## config.mk

```make
export PLATFORM = sky130hd
export DESIGN_NAME = multicycle_controller
export DESIGN_NICKNAME = d
export VERILOG_FILES = /design/src/rtl/multicycle_controller.sv
export SDC_FILE = /design/constraint.sdc
export NUM_CORES = 1
export LEC_CHECK = 0
export ABC_AREA = 1
export CORE_MARGIN = 3
export CORE_UTILIZATION = 40
export DETAILED_ROUTE_END_ITERATION = 8
export GPL_TIMING_DRIVEN = 0
export PLACE_DENSITY_LB_ADDON = 0.12
export SYNTH_ARGS = -nofsm -noshare
export SYNTH_HDL_FRONTEND = slang
export SYNTH_SLANG_ARGS = --single-unit
```

## constraint.sdc

```tcl
create_clock -name clk -period 3.5 [get_ports clk]
set_clock_uncertainty 0.15 [all_clocks]
set_input_delay 0.7 -clock clk [delete_from_list [all_inputs] [get_ports clk]]
set_output_delay 0.7 -clock clk [all_outputs]
set_load 0.005 [all_outputs]
```

## src/rtl/multicycle_controller.sv

```systemverilog
// Multicycle MIPS control FSM with memory-ready stalls, wait timeout and illegal-opcode trap.
// Define MC_JUMP_EN to decode j (opcode 000010) through the JUMP state.
module multicycle_controller #(
    parameter int unsigned ALUOP_W = 2,
    parameter int unsigned TIMEOUT = 16
) (
    input  logic               clk,
    input  logic               rst,
    input  logic [5:0]         opcode,
    input  logic               mem_ready,
    output logic               mem_req,
    output logic               iord,
    output logic               ir_write,
    output logic               pc_write,
    output logic               branch,
    output logic [1:0]         pc_src,
    output logic               alu_src_a,
    output logic [1:0]         alu_src_b,
    output logic [ALUOP_W-1:0] alu_op,
    output logic               reg_write,
    output logic               reg_dst,
    output logic               mem_to_reg,
    output logic               mem_write,
    output logic               illegal_op,
    output logic               mem_timeout,
    output logic [3:0]         state
);

    localparam int unsigned CntW = (TIMEOUT > 0) ? $clog2(TIMEOUT + 1) : 1;

    localparam logic [5:0] OpRtype = 6'b000000;
    localparam logic [5:0] OpLw    = 6'b100011;
    localparam logic [5:0] OpSw    = 6'b101011;
    localparam logic [5:0] OpBeq   = 6'b000100;
    localparam logic [5:0] OpAddi  = 6'b001000;
    localparam logic [5:0] OpJ     = 6'b000010;

    typedef enum logic [3:0] {
        StFetch   = 4'd0,
        StDecode  = 4'd1,
        StMemAdr  = 4'd2,
        StMemRd   = 4'd3,
        StMemWb   = 4'd4,
        StMemWr   = 4'd5,
        StExecute = 4'd6,
        StAluWb   = 4'd7,
        StBranch  = 4'd8,
        StAddiEx  = 4'd9,
        StAddiWb  = 4'd10,
        StJump    = 4'd11,
        StTrap    = 4'd12
    } state_e;

    state_e          state_q;
    logic [CntW-1:0] cnt_q;
    logic            wait_st;
    logic            tmo_hit;

    assign wait_st = (state_q == StFetch) || (state_q == StMemRd) || (state_q == StMemWr);
    // The wait that would bring the count to TIMEOUT traps; a ready in that cycle wins.
    assign tmo_hit = (TIMEOUT != 0) && wait_st && !mem_ready
                     && ((32'(cnt_q) + 32'd1) == 32'(TIMEOUT));
    assign state   = state_q;

    always_ff @(posedge clk) begin
        if (rst) begin
            state_q     <= StFetch;
            cnt_q       <= '0;
            illegal_op  <= 1'b0;
            mem_timeout <= 1'b0;
        end else begin
            // Wait states only exit on mem_ready, so any exit also clears the count.
            cnt_q <= (wait_st && !mem_ready) ? cnt_q + 1'b1 : '0;
            if (tmo_hit) begin
                state_q     <= StTrap;
                mem_timeout <= 1'b1;
            end else begin
                case (state_q)
                    StFetch:   if (mem_ready) state_q <= StDecode;
                    StDecode: begin
                        case (opcode)
                            OpLw, OpSw: state_q <= StMemAdr;
                            OpRtype:    state_q <= StExecute;
                            OpBeq:      state_q <= StBranch;
                            OpAddi:     state_q <= StAddiEx;
`ifdef MC_JUMP_EN
                            OpJ:        state_q <= StJump;
`endif
                            default: begin
                                state_q    <= StTrap;
                                illegal_op <= 1'b1;
                            end
                        endcase
                    end
                    StMemAdr:  state_q <= (opcode == OpSw) ? StMemWr : StMemRd;
                    StMemRd:   if (mem_ready) state_q <= StMemWb;
                    StMemWb:   state_q <= StFetch;
                    StMemWr:   if (mem_ready) state_q <= StFetch;
                    StExecute: state_q <= StAluWb;
                    StAluWb:   state_q <= StFetch;
                    StBranch:  state_q <= StFetch;
                    StAddiEx:  state_q <= StAddiWb;
                    StAddiWb:  state_q <= StFetch;
`ifdef MC_JUMP_EN
                    StJump:    state_q <= StFetch;
`endif
                    StTrap:    state_q <= StTrap;
                    default:   state_q <= StTrap;
                endcase
            end
        end
    end

    always_comb begin
        mem_req    = 1'b0;
        iord       = 1'b0;
        ir_write   = 1'b0;
        pc_write   = 1'b0;
        branch     = 1'b0;
        pc_src     = 2'b00;
        alu_src_a  = 1'b0;
        alu_src_b  = 2'b00;
        alu_op     = '0;
        reg_write  = 1'b0;
        reg_dst    = 1'b0;
        mem_to_reg = 1'b0;
        mem_write  = 1'b0;
        case (state_q)
            StFetch: begin
                mem_req   = 1'b1;
                alu_src_b = 2'b01;
                ir_write  = mem_ready;
                pc_write  = mem_ready;
            end
            StDecode:  alu_src_b = 2'b11;
            StMemAdr: begin
                alu_src_a = 1'b1;
                alu_src_b = 2'b10;
            end
            StMemRd: begin
                mem_req = 1'b1;
                iord    = 1'b1;
            end
            StMemWb: begin
                reg_write  = 1'b1;
                mem_to_reg = 1'b1;
            end
            StMemWr: begin
                mem_req   = 1'b1;
                iord      = 1'b1;
                mem_write = 1'b1;
            end
            StExecute: begin
                alu_src_a = 1'b1;
                alu_op    = ALUOP_W'(2'b10);
            end
            StAluWb: begin
                reg_write = 1'b1;
                reg_dst   = 1'b1;
            end
            StBranch: begin
                alu_src_a = 1'b1;
                alu_op    = ALUOP_W'(2'b01);
                pc_src    = 2'b01;
                branch    = 1'b1;
            end
            StAddiEx: begin
                alu_src_a = 1'b1;
                alu_src_b = 2'b10;
            end
            StAddiWb:  reg_write = 1'b1;
`ifdef MC_JUMP_EN
            StJump: begin
                pc_src   = 2'b10;
                pc_write = 1'b1;
            end
`endif
            default: ;
        endcase
        if (rst) begin
            mem_req   = 1'b0;
            ir_write  = 1'b0;
            pc_write  = 1'b0;
            branch    = 1'b0;
            reg_write = 1'b0;
            mem_write = 1'b0;
        end
    end

endmodule

```

==> reports/metrics.cfg <==
[synth]
synth_seq_cells=11
syn_inst=149
synth_xor_area_share_pct=0
syn_area_um2=860
synth_seq_area_share_pct=25.6
synth_fa_ha_area_share_pct=2.91
synth_compound_area_share_pct=7.42
yosysWarnings=0
yosys.area_share.simple_pct=51.2
synth_top_family_by_area=simple AND/OR/NAND/NOR gates
syn_avg_cell_area_um2=5.77
synth_mux_area_share_pct=0
ys_types=22
synth_nets=160

[setup_path]
required_ns=2.65
start_kind=input pin
critPathKind=input pin to primary output
endpoint_kind=primary output
arrival_ns=2.13
path_common_cell=clkdlybuf4s50_1
path_cells=clkdlybuf4s50_1 -> inv_1 -> nor3_1 -> buf_4 -> clkdlybuf4s50_1
startpoint=mem_ready
crit_end=pc_write
cp.depth=5
reg2reg_depth=8
cpMaxStageDelayCell=clkdlybuf4s50_1
cpPeakStageDelay_ns=0.48
ff2ff_setup_slack_ns=1.87
r2r-end=state[0]
critPathMaxFanout=3
cp_top_family=buffers and inverters
critical_path_buf_inv_count=4
r2r-start=cnt_q[0]

[die]
core_um2=2000
die-area_um2=2740
ios=31
rows=16
start_util_pct=42.9
dieHeight_um=52.4
die_x_um=52.4

[clock_network]
insertion_delay_ns=0.27
cts_buffers=3
post_cts_buffers=0
htree_levels=1
cts_tree=built
cts_resized=0
clockBufferDepth=2
cts-hold-fix-buffers=0
clk_pin_slew_ns=0.06
cts_root_buf=clkbuf_4
clock_sinks=11

[final_layout]
fin_cells=208
final_core_util_pct=59.9
final_cell_mix=nor2_1, nand2_1, clkdlybuf4s50_1
nets=193
drive_gt1_share_pct=12.7
fillers=209
final_common_cell=nor2_1
area_growth_pct=39.6
antennaDiodeCount=0

[placement]
placed_cells=204
place_hpwl_mm=1.73
place.gp.congestion=0.817
port_buffers=28
pre_cts_slack_ns=0.522

[global_route]
grt_pass1_wl_mm=3.50
overflow=0
grt_usage_pct=17.0
grt_max_degree=9
antenna_found_initial=0
grt_pass1_vias=874

[pwr]
vdd_drop_max_v=0.000274
p_per_area_nw_per_um2=575
p_leak_nw=0.526
power_mw=0.689

[route]
routed_wl_mm=2.04
routed_via_density=4.79
drtIter0Drc=22
postRouteAntennaNets=0
drc_errors=0
wl_per_cell_um=9.80
num_vias=997
firstDrtPassIters=4

[timing]
rsz0062_at_grt=no
fin_ws_ns=0.520
final.period_utilization_pct=85.1
setup_violations=0
setup_tns_ns=0
slew_viol_final=0
hold_viol_final=0
fmax_mhz=336
fin_crit_ns=2.98

[outcome]
status=complete, no violations

[worst_hold_path]
holdCritPathClass=register to register
min_path_cells=2

[job]
max_cap_violations=0

==> worst register-to-register path, delay by kind of cell, from the launching register on <==
kind / cells / cell delay, ns
simple gates: 7 / 0.70
flops: 1 / 0.43
fa+ha+maj: 1 / 0.25
==> stage by stage <==
step,area (µm²),hold slack (ns)
floorplan,860,0.297
global placement,1170,0.288
detailed placement,1170,0.291
CTS,1200,0.300
global route,1200,0.334
finish,1200,0.295
==> how the worst min path moves through the flow <==
stage | startpoint | to
CTS | mem_timeout | mem_timeout
detailed placement | mem_timeout | mem_timeout
global placement | mem_timeout | mem_timeout
finish | mem_timeout | mem_timeout
floorplan | mem_timeout | mem_timeout
global route | mem_timeout | mem_timeout
==> cells in the mapped netlist (all sizes together) <==
master,number,share of area (%)
clkinv,1,0.44
dfxtp,11,26
nor3,2,1.2
ha,2,2.9
inv,20,8.7
buf,4,3.2
nand3b,2,1.7
a31oi,1,0.73
a21oi,9,6.1
nor2,45,21
nand3,13,8.7
nand2,34,16
o21ai,1,0.58
nand4,3,2.2
conb,1,0.44
==> cell families (layout without fill, tap and decap cells) <==
| kind of cell | after synthesis | count (layout) |
|---|---|---|
| adders and majority gates | 2 | 2 |
| other | 1 | 1 |
| and+or+nand+nor | 99 | 99 |
| AOI/OAI and AO/OA | 11 | 11 |
| DFF | 11 | 11 |
| buffers and inverters | 25 | 57 |
==> where the power goes <==
part / switching (mW) / total, mW / internal, mW
Combinational: 0.209 / 0.422 / 0.213
Sequential: 0.0349 / 0.185 / 0.150
Clock: 0.0389 / 0.0829 / 0.0441
==> registers in the layout, indices dropped and copies added (netlist names) <==
name and flops:
cnt_q 5, state 4, illegal_op 1, mem_timeout 1
==> final cells by class <==
| cell class | instances | area [µm²] | area share [%] |
|---|---|---|---|
| plain buffers | 4 | 27.5 | 2.29 |
| clock buffers | 4 | 26.3 | 2.19 |
| inverters | 21 | 78.8 | 6.57 |
| multi-input cells | 113 | 533 | 44.4 |
| flip-flops and latches | 11 | 220 | 18.4 |
| well taps | 27 | 33.8 | 2.82 |
| repair buffers | 28 | 280 | 23.4 |
==> metal layers <==
layer	up-vias	GRT usage [%]	share of wire (%)
li1	533	-	-
met1	431	20.4	45
met2	31	29.3	47
met3	2	5.13	7.0
met4	0	3.83	0.98
met5	-	0	0
(Power assumes the default switching activity.)
